<file path="src/rtl/dallanma_cozucu_pkg.sv">
// dallanma_paket: types and defaults shared by the branch resolver and its
// in-flight queue.
//   DERINLIK_VARSAYILAN : default queue depth
//   giris_t             : one in-flight prediction {ongoru, pc, hedef}
//   durum_e             : resolver state {NORMAL, TEMIZLE}
//   sonraki_pc()        : fall-through PC of a branch (pc + 4, wraps mod 2^32)
package dallanma_paket;

    localparam int DERINLIK_VARSAYILAN = 4;

    typedef struct packed {
        logic        ongoru;
        logic [31:0] pc;
        logic [31:0] hedef;
    } giris_t;

    typedef enum logic [0:0] {
        NORMAL  = 1'b0,
        TEMIZLE = 1'b1
    } durum_e;

    function automatic logic [31:0] sonraki_pc(input logic [31:0] pc);
        return pc + 32'd4;
    endfunction

endpackage

</file>
<file path="src/rtl/dallanma_cozucu_if.sv">
// dallanma_cozucu_if: prediction push, execute resolution and predictor
// feedback signals of the branch resolver.
//   slave  : resolver side (takes i_*, drives o_*)
//   master : surrounding pipeline / testbench side
interface dallanma_cozucu_if;

    // prediction push
    logic        i_ongoru_gecerli;
    logic        i_ongoru;
    logic [31:0] i_ongoru_pc;
    logic [31:0] i_ongoru_hedef;
    logic        o_ongoru_hazir;

    // execute resolution of the oldest in-flight branch
    logic        i_cozum_gecerli;
    logic        i_cozum_atladi;
    logic [31:0] i_cozum_hedef;

    // predictor feedback and redirect
    logic        o_guncelle;
    logic        o_buyruk_atladi;
    logic        o_ongoru_yanlis;
    logic [31:0] o_duzeltme_pc;

    // status
    logic        o_bos;
    logic        o_dolu;
    logic [15:0] o_yanlis_sayaci;

    modport slave (
        input  i_ongoru_gecerli, i_ongoru, i_ongoru_pc, i_ongoru_hedef,
        input  i_cozum_gecerli, i_cozum_atladi, i_cozum_hedef,
        output o_ongoru_hazir, o_guncelle, o_buyruk_atladi, o_ongoru_yanlis,
        output o_duzeltme_pc, o_bos, o_dolu, o_yanlis_sayaci
    );

    modport master (
        output i_ongoru_gecerli, i_ongoru, i_ongoru_pc, i_ongoru_hedef,
        output i_cozum_gecerli, i_cozum_atladi, i_cozum_hedef,
        input  o_ongoru_hazir, o_guncelle, o_buyruk_atladi, o_ongoru_yanlis,
        input  o_duzeltme_pc, o_bos, o_dolu, o_yanlis_sayaci
    );

endinterface

</file>
<file path="src/rtl/dallanma_cozucu_ongoru_fifo.sv">
// ongoru_fifo: circular queue of in-flight predicted branches.
//   i_saat, i_reset : clock, async active-low reset
//   i_it, i_veri    : push request and entry (refused when full or clearing)
//   i_cek           : pop oldest entry (ignored when empty)
//   i_temizle       : drop every entry; wins over a same-cycle push/pop
//   o_dolu, o_bos   : occupancy == DERINLIK / == 0
//   o_bas           : oldest entry (undefined when empty)
module ongoru_fifo
    import dallanma_paket::*;
#(
    parameter int DERINLIK = DERINLIK_VARSAYILAN
) (
    input  logic   i_saat,
    input  logic   i_reset,
    input  logic   i_it,
    input  giris_t i_veri,
    input  logic   i_cek,
    input  logic   i_temizle,
    output logic   o_dolu,
    output logic   o_bos,
    output giris_t o_bas
);

    localparam int PW = $clog2(DERINLIK);
    localparam logic [PW:0] DOLU_SAYI = DERINLIK[PW:0];

    logic [PW-1:0] yaz_q, oku_q;
    logic [PW:0]   sayi_q;
    giris_t        bellek [DERINLIK];

    logic it_gec, cek_gec;

    assign o_dolu  = (sayi_q == DOLU_SAYI);
    assign o_bos   = (sayi_q == '0);
    assign it_gec  = i_it && !o_dolu && !i_temizle;
    assign cek_gec = i_cek && !o_bos && !i_temizle;
    assign o_bas   = bellek[oku_q];

    // depth is a power of two, so pointer increment wraps naturally
    always_ff @(posedge i_saat or negedge i_reset) begin
        if (!i_reset) begin
            yaz_q  <= '0;
            oku_q  <= '0;
            sayi_q <= '0;
        end else if (i_temizle) begin
            yaz_q  <= '0;
            oku_q  <= '0;
            sayi_q <= '0;
        end else begin
            if (it_gec)  yaz_q <= yaz_q + 1'b1;
            if (cek_gec) oku_q <= oku_q + 1'b1;
            sayi_q <= sayi_q + {{PW{1'b0}}, it_gec} - {{PW{1'b0}}, cek_gec};
        end
    end

    // storage is not reset; occupancy alone decides what is valid
    always_ff @(posedge i_saat) begin
        if (it_gec) bellek[yaz_q] <= i_veri;
    end

endmodule

</file>
<file path="src/rtl/dallanma_cozucu.sv">
// dallanma_cozucu: holds in-flight predicted branches, checks the oldest one
// against the execute-stage outcome and reports the real direction back to
// the gshare predictor. A misprediction flushes the queue and costs one
// TEMIZLE cycle in which nothing is accepted.
//   i_saat, i_reset : clock, async active-low reset
//   bus (slave)     : push (i_ongoru_*), resolve (i_cozum_*), registered
//                     pulses o_guncelle/o_buyruk_atladi/o_ongoru_yanlis,
//                     redirect o_duzeltme_pc, status o_bos/o_dolu, and the
//                     saturating o_yanlis_sayaci
module dallanma_cozucu
    import dallanma_paket::*;
#(
    parameter int DERINLIK = DERINLIK_VARSAYILAN
) (
    input  logic               i_saat,
    input  logic               i_reset,
    dallanma_cozucu_if.slave   bus
);

    localparam logic [0:0] S_NORMAL  = NORMAL;
    localparam logic [0:0] S_TEMIZLE = TEMIZLE;

    logic [0:0]  durum_q;
    logic        guncelle_q, atladi_q, yanlis_q;
    logic [31:0] duzeltme_q;
    logic [15:0] yanlis_sayaci_q;

    logic   dolu, bos, hazir, it, cek, yanlis, temizle;
    giris_t bas, yeni;
    logic [31:0] duzeltme_pc;

    // ready is gated by reset so it stays low while reset is held
    assign hazir = i_reset && (durum_q == S_NORMAL) && !dolu;
    assign it    = bus.i_ongoru_gecerli && hazir;
    assign cek   = bus.i_cozum_gecerli && !bos && (durum_q == S_NORMAL);

    assign yeni.ongoru = bus.i_ongoru;
    assign yeni.pc     = bus.i_ongoru_pc;
    assign yeni.hedef  = bus.i_ongoru_hedef;

    // wrong direction, or right "taken" direction with the wrong target
    assign yanlis = (bas.ongoru != bus.i_cozum_atladi) ||
                    (bas.ongoru && bus.i_cozum_atladi &&
                     (bas.hedef != bus.i_cozum_hedef));
    assign temizle = cek && yanlis;

    assign duzeltme_pc = bus.i_cozum_atladi ? bus.i_cozum_hedef
                                            : sonraki_pc(bas.pc);

    ongoru_fifo #(.DERINLIK(DERINLIK)) u_fifo (
        .i_saat    (i_saat),
        .i_reset   (i_reset),
        .i_it      (it),
        .i_veri    (yeni),
        .i_cek     (cek),
        .i_temizle (temizle),
        .o_dolu    (dolu),
        .o_bos     (bos),
        .o_bas     (bas)
    );

    always_ff @(posedge i_saat or negedge i_reset) begin
        if (!i_reset) begin
            durum_q <= S_NORMAL;
        end else begin
            case (durum_q)
                S_NORMAL:  if (temizle) durum_q <= S_TEMIZLE;
                S_TEMIZLE: durum_q <= S_NORMAL;
                default:   durum_q <= S_NORMAL;
            endcase
        end
    end

    always_ff @(posedge i_saat or negedge i_reset) begin
        if (!i_reset) begin
            guncelle_q      <= 1'b0;
            atladi_q        <= 1'b0;
            yanlis_q        <= 1'b0;
            duzeltme_q      <= 32'h0;
            yanlis_sayaci_q <= 16'h0;
        end else begin
            guncelle_q <= cek;
            atladi_q   <= cek && bus.i_cozum_atladi;
            yanlis_q   <= temizle;
            if (temizle) begin
                duzeltme_q <= duzeltme_pc;
                if (yanlis_sayaci_q != 16'hFFFF)
                    yanlis_sayaci_q <= yanlis_sayaci_q + 16'd1;
            end
        end
    end

    assign bus.o_ongoru_hazir  = hazir;
    assign bus.o_guncelle      = guncelle_q;
    assign bus.o_buyruk_atladi = atladi_q;
    assign bus.o_ongoru_yanlis = yanlis_q;
    assign bus.o_duzeltme_pc   = duzeltme_q;
    assign bus.o_bos           = bos;
    assign bus.o_dolu          = dolu;
    assign bus.o_yanlis_sayaci = yanlis_sayaci_q;

endmodule

</file>
<file path="src/flat_wrapper.sv">
// flat-port wrapper written by rule: the top's interface ports become plain ports
module dallanma_cozucu_flat import dallanma_paket::*;
#(
    parameter int DERINLIK = DERINLIK_VARSAYILAN
)
  (i_saat, i_reset, bus_i_ongoru_gecerli, bus_i_ongoru, bus_i_ongoru_pc, bus_i_ongoru_hedef, bus_i_cozum_gecerli, bus_i_cozum_atladi, bus_i_cozum_hedef, bus_o_ongoru_hazir, bus_o_guncelle, bus_o_buyruk_atladi, bus_o_ongoru_yanlis, bus_o_duzeltme_pc, bus_o_bos, bus_o_dolu, bus_o_yanlis_sayaci);
  dallanma_cozucu_if bus_i ();
  input  logic i_saat;
  input  logic i_reset;
  input wire logic [$bits(bus_i.i_ongoru_gecerli)-1:0] bus_i_ongoru_gecerli;
  input wire logic [$bits(bus_i.i_ongoru)-1:0] bus_i_ongoru;
  input wire logic [$bits(bus_i.i_ongoru_pc)-1:0] bus_i_ongoru_pc;
  input wire logic [$bits(bus_i.i_ongoru_hedef)-1:0] bus_i_ongoru_hedef;
  input wire logic [$bits(bus_i.i_cozum_gecerli)-1:0] bus_i_cozum_gecerli;
  input wire logic [$bits(bus_i.i_cozum_atladi)-1:0] bus_i_cozum_atladi;
  input wire logic [$bits(bus_i.i_cozum_hedef)-1:0] bus_i_cozum_hedef;
  output wire logic [$bits(bus_i.o_ongoru_hazir)-1:0] bus_o_ongoru_hazir;
  output wire logic [$bits(bus_i.o_guncelle)-1:0] bus_o_guncelle;
  output wire logic [$bits(bus_i.o_buyruk_atladi)-1:0] bus_o_buyruk_atladi;
  output wire logic [$bits(bus_i.o_ongoru_yanlis)-1:0] bus_o_ongoru_yanlis;
  output wire logic [$bits(bus_i.o_duzeltme_pc)-1:0] bus_o_duzeltme_pc;
  output wire logic [$bits(bus_i.o_bos)-1:0] bus_o_bos;
  output wire logic [$bits(bus_i.o_dolu)-1:0] bus_o_dolu;
  output wire logic [$bits(bus_i.o_yanlis_sayaci)-1:0] bus_o_yanlis_sayaci;
  assign bus_i.i_ongoru_gecerli = bus_i_ongoru_gecerli;
  assign bus_i.i_ongoru = bus_i_ongoru;
  assign bus_i.i_ongoru_pc = bus_i_ongoru_pc;
  assign bus_i.i_ongoru_hedef = bus_i_ongoru_hedef;
  assign bus_i.i_cozum_gecerli = bus_i_cozum_gecerli;
  assign bus_i.i_cozum_atladi = bus_i_cozum_atladi;
  assign bus_i.i_cozum_hedef = bus_i_cozum_hedef;
  assign bus_o_ongoru_hazir = bus_i.o_ongoru_hazir;
  assign bus_o_guncelle = bus_i.o_guncelle;
  assign bus_o_buyruk_atladi = bus_i.o_buyruk_atladi;
  assign bus_o_ongoru_yanlis = bus_i.o_ongoru_yanlis;
  assign bus_o_duzeltme_pc = bus_i.o_duzeltme_pc;
  assign bus_o_bos = bus_i.o_bos;
  assign bus_o_dolu = bus_i.o_dolu;
  assign bus_o_yanlis_sayaci = bus_i.o_yanlis_sayaci;
  dallanma_cozucu #(.DERINLIK(DERINLIK)) u_core (.i_saat(i_saat), .i_reset(i_reset), .bus(bus_i));
endmodule
</file>
<file path="config.mk">
export PLATFORM = sky130hd
export DESIGN_NAME = dallanma_cozucu_flat
export DESIGN_NICKNAME = d
export VERILOG_FILES = /design/src/rtl/dallanma_cozucu_pkg.sv /design/src/rtl/dallanma_cozucu_if.sv /design/src/rtl/dallanma_cozucu_ongoru_fifo.sv /design/src/rtl/dallanma_cozucu.sv /design/src/flat_wrapper.sv
export SDC_FILE = /design/constraint.sdc
export NUM_CORES = 1
export LEC_CHECK = 0
export ABC_CLOCK_PERIOD_IN_PS = 4830
export CELL_PAD_IN_SITES_DETAIL_PLACEMENT = 1
export CELL_PAD_IN_SITES_GLOBAL_PLACEMENT = 2
export CORE_UTILIZATION = 43
export CTS_BUF_LIST = sky130_fd_sc_hd__clkbuf_16
export DETAILED_ROUTE_END_ITERATION = 8
export DONT_BUFFER_PORTS = 1
export PLACE_DENSITY = 0.84
export SETUP_SLACK_MARGIN = 0.05
export SYNTH_ARGS = -nofsm -noshare
export SYNTH_HDL_FRONTEND = slang
export SYNTH_HIERARCHICAL = 1
export SYNTH_SLANG_ARGS = --single-unit
</file>
<file path="constraint.sdc">
create_clock -name i_saat -period 4.83 [get_ports i_saat]
set_input_delay 0.483 -clock i_saat [delete_from_list [all_inputs] [get_ports i_saat]]
set_output_delay 0.483 -clock i_saat [all_outputs]
set_load 0.02 [all_outputs]
</file>
==> results.sh, run 1 <==
export IMPL_outcome="finished clean"
export IMPL_fp_coreArea_mm2=0.0307
export IMPL_worstPathMaxFanout=37
export IMPL_cp_arrival_ns=4.67
export IMPL_dp_hpwl_mm=21.3
export IMPL_met1_usage_pct=25.5
export IMPL_synthCells=744
export IMPL_finalHoldViolations=0
export IMPL_peakVddDrop_v=0.000411
export IMPL_dp_cells=1128
export IMPL_multi_input_area_mm2=0.00386
export IMPL_antenna_found_initial=0
export IMPL_crit_top_cell="inv_1"
export IMPL_overflow=0
export IMPL_die_h_um=179
export IMPL_ys_types=49
export IMPL_fillers=2813
export IMPL_area_growth_syn_to_layout_pct=12.6
export IMPL_track_usage_pct=21.1
export IMPL_syn_cell_area_mm2=0.0134
export IMPL_clk_pin_slew_ns=0.06
export IMPL_max_stage_delay_ns=0.58
export IMPL_start_util_pct=43.8
export IMPL_cts_max_level=2
export IMPL_die_area_mm2=0.0319
export IMPL_ant_nets=0
export IMPL_fmax_ghz=0.232
export IMPL_cp_end_kind="register"
export IMPL_tritoncts="done"
export IMPL_rsz0062_at_grt="false"
export IMPL_final_cells=1194
export IMPL_synth_top_area_share_pct=58.1
export IMPL_synth_area_top_cells="edfxtp_1, dfrtp_1, mux4_2"
export IMPL_post_route_min_period_ns=4.31
export IMPL_worst_pin_slew_ns=0.777
export IMPL_drv_slew=0
export IMPL_synthArstFlopShare_pct=18.5
export IMPL_num_antenna_cells=0
export IMPL_grt_max_degree=62
export IMPL_min_path_cells=0
export IMPL_synth_edf_count=260
export IMPL_use_met2_pct=34.0
export IMPL_synth_top_cell_by_area="edfxtp_1"
export IMPL_worstRegToRegCells=16
export IMPL_ys_ff_latch=319
export IMPL_ys_flop_type="edfxtp_1"
export IMPL_leakagePower_nw=5.08
export IMPL_io_buffers=0
export IMPL_crit_buf_inv=4
export IMPL_grt_pass1_vias=7527
export IMPL_worstPathRequired_ns=5.19
export IMPL_firstDrtPassIters=4
export IMPL_layout_drive_gt1_share_pct=22.7
export IMPL_insertion_delay_ns=0.53
export IMPL_die_w_um=179
export IMPL_ys_seq_area_share_pct=69.1
export IMPL_drc=0
export IMPL_clockBufferDepth=3
export IMPL_ff_latch_area_mm2=0.00929
export IMPL_cp_start_kind="register"
export IMPL_power_total_mw=8.93
export IMPL_final_common_cell="edfxtp_1"
export IMPL_cap_violations=0
export IMPL_num_rows=64
export IMPL_yosys_warnings=6
export IMPL_period_share_pct=89.3
export IMPL_syn_avg_cell_area_um2=18.0
export IMPL_num_vias=6827
export IMPL_final_nets=883
export IMPL_cp_depth=16
export IMPL_ios=156
export IMPL_crit_chain="buf_12 > mux4_2 > xnor2_1 > nand4_1 > nor4_2 > a21oi_2 > or2_2 > nor3_1 > inv_1 > ha_1 > inv_1 > ha_1 > inv_1 > fa_1 > xnor2_1 > nor2_1"
export IMPL_drt_iter0_drc=374
export IMPL_root_buffer="clkbuf_16"
export IMPL_setup_tns_ns=0
export IMPL_hold_class="input port to register"
export IMPL_powerDensity_mw_per_mm2=590
export IMPL_setup_viol=0
export IMPL_slowest_stage="mux4_2"
export IMPL_gp_congestion=0.808
export IMPL_crit_type="register to register"
export IMPL_grt_pass1_wl_mm=48.2
export IMPL_wl_mm=32.5
export IMPL_cts_sinks=319
export IMPL_max_slew_margin_rel_pct=48.2
export IMPL_numCtsBuffers=35
export IMPL_synth_nets=856
export IMPL_crit_family="simple AND/OR/NAND/NOR gates"
export IMPL_drt_vias_per_instance=5.72
export IMPL_fin_skew_ns=0.0327
export IMPL_post_cts_buffers=0
export IMPL_wl_per_cell_um=27.3
export IMPL_busiest_layer="met2"
export IMPL_mostFrequentLayoutCells="edfxtp_1, mux4_2, xnor2_1"
export IMPL_use_met3_pct=8.59
## logic make-up after synthesis
kind of cell	after synthesis	share of synthesized area (%)
flip-flops	319	69.1
AO/OA/AOI/OAI	51	2.30
multiplexers	103	14.8
buffers and inverters	43	2.16
adder cells (fa/ha/maj)	10	0.988
XOR/XNOR	76	4.96
AND/OR/NAND/NOR	142	5.69
## per-layer routing
layer	part of all wire, %	vias up
met3	11	59
met1	38	3557
met5	0.0031	-
li1	-	2962
met2	48	247
met4	3.0	2
## sequential cells by signal, indices dropped and copies added (netlist names)
signal                      flops
u_core/bus.o_buyruk_atladi      1
u_core/bus.o_duzeltme_pc       32
u_core/bus.o_guncelle           1
u_core/bus.o_ongoru_yanlis      1
u_core/bus.o_yanlis_sayaci     16
u_core/durum_q                  1
u_core/u_fifo/bellek          260
u_core/u_fifo/oku_q             2
u_core/u_fifo/sayi_q            3
u_core/u_fifo/yaz_q             2
## through the flow
step | area, µm² | setup WS (ns) | util (%) | hold slack, ns
finish | 15100 | 0.516 | 49.3 | 0.0452
global route | 15100 | 0.158 | 49.3 | 0.0274
CTS | 15100 | 0.472 | 49.3 | 0.0303
detailed placement | 13900 | 0.470 | 45.4 | 0.191
global placement | 13900 | 0.620 | 45.4 | 0.191
floorplan | 13400 | 0.590 | - | 0.187
## where the power goes
group          leakage [nW]  total [mW]  switching, mW  internal (mW)
logic                  1.39        2.42           1.23           1.19
registers              3.08        3.82          0.454           3.36
clock network         0.611        2.69           1.07           1.62
## synthesized netlist by cell type, drive strengths merged (2+ instances only)
master and number:
a21oi 5, and2 7, and3 11, and4 2, buf 19, clkbuf 14
dfrtp 59, edfxtp 260, ha 9, inv 10, mux2 34, mux2i 4
mux4 65, nand2 45, nand2b 2, nand3 13, nand4 17, nor2 16
nor3 13, nor3b 4, nor4 5, o2111ai 5, o211ai 6, o21ai 30
or2 2, or3 2, xnor2 60, xor2 16
## layout make-up
type                            count  share of cell area, %
Clock inverter                     28                   1.70
Sequential cell                   319                   61.4
Timing Repair Buffer               23                   1.87
Multi-Input combinational cell    382                   25.5
Inverter                           10                  0.248
Tap cell                          396                   3.28
Clock buffer                       36                   5.96
## timing repair
item | in CTS | in global routing
gates resized for setup | 0 | 0
hold endpoints to repair | 59 | 0
hold buffers | 2 | 0
## final timing paths
path,from,end,slack (ns)
min,bus_i_ongoru_hedef[16],u_core/u_fifo/bellek[0][16]$_DFFE_PP_,0.05
max in group asynchronous,i_reset,u_core/u_fifo/oku_q[1]$_DFFE_PN0P_,3.90
min reg2reg,u_core/u_fifo/yaz_q[1]$_DFFE_PN0P_,u_core/u_fifo/yaz_q[1]$_DFFE_PN0P_,0.61
min in group asynchronous,i_reset,u_core/u_fifo/oku_q[0]$_DFFE_PN0P_,0.60
max reg2reg,u_core/u_fifo/oku_q[0]$_DFFE_PN0P_,u_core/u_fifo/sayi_q[2]$_DFF_PN0_,0.52
max,u_core/u_fifo/oku_q[0]$_DFFE_PN0P_,u_core/u_fifo/sayi_q[2]$_DFF_PN0_,0.52
Power figures use the tool's default switching activity.
==> run 2, diff against run 1 <==
--- a/config.mk
+++ b/config.mk
@@ -5,15 +5,17 @@
 export SDC_FILE = /design/constraint.sdc
 export NUM_CORES = 1
 export LEC_CHECK = 0
+export ABC_AREA = 1
 export ABC_CLOCK_PERIOD_IN_PS = 4830
 export CELL_PAD_IN_SITES_DETAIL_PLACEMENT = 1
 export CELL_PAD_IN_SITES_GLOBAL_PLACEMENT = 2
-export CORE_UTILIZATION = 43
+export CORE_UTILIZATION = 38
 export CTS_BUF_LIST = sky130_fd_sc_hd__clkbuf_16
 export DETAILED_ROUTE_END_ITERATION = 8
 export DONT_BUFFER_PORTS = 1
-export PLACE_DENSITY = 0.84
+export PLACE_DENSITY = 0.83
 export SETUP_SLACK_MARGIN = 0.05
+export SLEW_MARGIN = 30
 export SYNTH_ARGS = -nofsm -noshare
 export SYNTH_HDL_FRONTEND = slang
 export SYNTH_HIERARCHICAL = 1
==> run 2 against run 1 <==
  * Non-clock buffer count increased by 10
  * Sequential cell count unchanged
  * Synthesized cell count increased by 74%
  * Combinational power increased by 48%
  * Critical path depth increased by 9
  * Utilization decreased by 5.8 points
  * Area after synthesis increased by 9.6%
  * Via count increased by 41%
  * Highest routed layer unchanged
==> results.sh, run 2 <==
export IMPL_die_h_um=199
export IMPL_io_buffers=0
export IMPL_area_growth_syn_to_layout_pct=11.9
export IMPL_crit_type="register to register"
export IMPL_ys_ff_latch=319
export IMPL_num_vias=9648
export IMPL_cts_sinks=319
export IMPL_power_total_mw=9.97
export IMPL_overflow=0
export IMPL_final_common_cell="edfxtp_1"
export IMPL_pwr_share_comb_pct=35.8
export IMPL_leakagePower_nw=6.02
export IMPL_yosysMostFrequentCell="edfxtp_1"
export IMPL_track_usage_pct=21.5
export IMPL_cts_max_level=2
export IMPL_post_cts_buffers=0
export IMPL_ys_seq_area_share_pct=63.1
export IMPL_synth_area_top_cells="edfxtp_1, dfrtp_1, nand2_1"
export IMPL_fp_coreArea_mm2=0.0378
export IMPL_synthSimpleGateAreaFrac_pct=17.3
export IMPL_yosys_warnings=6
export IMPL_synth_compound_area_share_pct=10.8
export IMPL_ys_flop_type="edfxtp_1"
export IMPL_largest_register_ff_count=260
export IMPL_post_route_min_period_ns=4.22
export IMPL_syn_avg_cell_area_um2=11.4
export IMPL_synthCells=1292
export IMPL_numCtsBuffers=37
export IMPL_wl_mm=41.1
export IMPL_max_slew_margin_rel_pct=50.3
export IMPL_cap_violations=0
export IMPL_synth_top_area_share_pct=53.1
export IMPL_start_util_pct=38.9
export IMPL_p_sw_mw=4.04
export IMPL_antenna_found_initial=1
export IMPL_top_register="u_core/u_fifo/bellek"
export IMPL_drc=0
export IMPL_synth_nets=1404
export IMPL_grt_pass1_vias=10400
export IMPL_worstPathRequired_ns=5.26
export IMPL_num_rows=71
export IMPL_layout_drive_gt1_share_pct=14.6
export IMPL_synth_fa_ha_area_share_pct=0.901
export IMPL_peakVddDrop_v=0.000365
export IMPL_synthArstFlopShare_pct=18.5
export IMPL_swShare_pct=40.5
export IMPL_synth_mux_area_share_pct=0.748
export IMPL_grt_pass1_wl_mm=62.6
export IMPL_setup_viol=0
export IMPL_synth_common_cells="edfxtp_1, nand2_1, nor2_1, o21ai_0, inv_1"
export IMPL_gp_congestion=0.826
export IMPL_drt_vias_per_instance=5.23
export IMPL_worstPathMaxFanout=40
export IMPL_die_w_um=199
export IMPL_cp_end_kind="register"
export IMPL_period_share_pct=87.4
export IMPL_synth_top_cell_by_area="edfxtp_1"
export IMPL_fmax_ghz=0.237
export IMPL_fin_skew_ns=0.0177
export IMPL_tritoncts="done"
export IMPL_finalHoldViolations=0
export IMPL_synth_top_family_by_area="simple AND/OR/NAND/NOR gates"
export IMPL_dpl_cell_area_mm2=0.0152
export IMPL_num_antenna_cells=0
export IMPL_ios=156
export IMPL_clockBufferDepth=3
export IMPL_drv_slew=0
export IMPL_cp_start_kind="register"
export IMPL_final_nets=1417
export IMPL_die_area_mm2=0.0395
export IMPL_cp_arrival_ns=4.65
export IMPL_powerDensity_mw_per_mm2=605
export IMPL_root_buffer="clkbuf_16"
export IMPL_wl_per_cell_um=22.3
export IMPL_synth_xor_area_share_pct=2.68
export IMPL_rsz0062_at_grt="false"
export IMPL_syn_cell_area_mm2=0.0147
export IMPL_clk_pin_slew_ns=0.06
export IMPL_seqPwrFrac_pct=37.9
export IMPL_p_clk_share_pct=26.3
export IMPL_fin_ws_ns=0.607
export IMPL_drt_iter0_drc=388
export IMPL_ant_nets=0
export IMPL_hold_class="input port to register"
export IMPL_worst_pin_slew_ns=0.744
export IMPL_pre_cts_ws_ns=0.603
export IMPL_intPower_mw=5.93
export IMPL_dp_hpwl_mm=27.8
export IMPL_synth_edf_count=260
export IMPL_grt_max_degree=60
export IMPL_insertion_delay_ns=0.55
export IMPL_outcome="finished clean"
export IMPL_firstDrtPassIters=4
export IMPL_fin_area_mm2=0.0165
export IMPL_mostFrequentLayoutCells="edfxtp_1, nand2_1, o21ai_0"
export IMPL_ys_types=46
[run 2: worst paths after layout]
kind                                               startpoint  cells past startpoint                                     to  slack [ns]
max reg2reg                u_core/u_fifo/oku_q[0]$_DFFE_PN0P_                     25      u_core/u_fifo/sayi_q[2]$_DFF_PN0_        0.61
max in group asynchronous                             i_reset                      2     u_core/u_fifo/oku_q[0]$_DFFE_PN0P_        4.04
min                                    bus_i_ongoru_hedef[16]                      0  u_core/u_fifo/bellek[3][16]$_DFFE_PP_        0.03
min in group asynchronous                             i_reset                      2        u_core/bus.o_guncelle$_DFF_PN0_        0.49
min reg2reg                          u_core/durum_q$_DFF_PN0_                      1   u_core/bus.o_buyruk_atladi$_DFF_PN0_        0.48
max                        u_core/u_fifo/oku_q[0]$_DFFE_PN0P_                     25      u_core/u_fifo/sayi_q[2]$_DFF_PN0_        0.61
[run 2: area by class of cell]
cell class / count / area, µm²
inverter: 72 / 275
clock inverter: 28 / 163
fill: 4104 / 21400
clock buffer: 39 / 976
multi-input combinational: 842 / 4800
sequential: 319 / 9290
tap: 511 / 639
timing repair buffer: 33 / 323
[run 2: power by group through the flow]
stage          registers, mW  logic, mW  clock network [mW]
6_report                3.78       3.57                2.62
5_1_grt                 3.82       3.97                2.77
3_5_place_dp            3.83       3.55                   0
2_1_floorplan           3.73       2.63                   0
3_3_place_gp            3.82       3.45                   0
4_1_cts                 3.78       3.60                2.69
[run 2: per-layer routing]
metal	global-route usage, %	vias to the layer above	wire length [µm]
met5	0	-	13
met4	8.01	2	1160
met3	7.48	59	3530
met2	35.6	218	19500
met1	25.8	4833	16900
li1	-	4536	-
[run 2: cells by family (layout without fill, tap and decap cells)]
family / count (synthesis) / in the layout
simple gates: 532 / 532
fa+ha+maj: 10 / 10
flops: 319 / 319
xor+xnor: 45 / 45
mux: 11 / 11
buf+inv: 131 / 172
compound gates: 244 / 244
[run 2: worst max-delay path, cell delays in order (launching register included)]
cell,delay (ns)
dfrtp_4,0.62
inv_6,0.24
buf_12,0.31
o21ai_0,0.17
o22ai_2,0.16
nand2_1,0.07
nand2_1,0.07
nand2_1,0.05
nor2_1,0.14
nand2_1,0.10
nor2_1,0.16
nand2_1,0.07
nand2_1,0.05
nand2_1,0.08
nand2_2,0.08
inv_2,0.11
inv_2,0.16
nand3_1,0.09
buf_4,0.19
ha_1,0.27
inv_1,0.06
ha_1,0.13
inv_1,0.05
fa_1,0.37
a21oi_1,0.13
nor2_1,0.07
[run 2: repair_timing]
item / in CTS / in global routing
hold buffers: 8 / 0
gates resized for setup: 0 / 0
endpoints found under the hold margin: 76 / 0
[run 2: metrics by stage]
stage / setup TNS (ns) / util, % / hold WS [ns] / cells
CTS: 0 / 43.5 / 0.000191 / 1844
detailed placement: 0 / 40.2 / 0.189 / 1769
finish: 0 / 43.5 / 0.0297 / 1844
floorplan: -158.58 / - / 0.187 / 1292
global placement: 0 / 40.2 / 0.190 / 1769
global route: 0 / 43.5 / 0.00886 / 1844
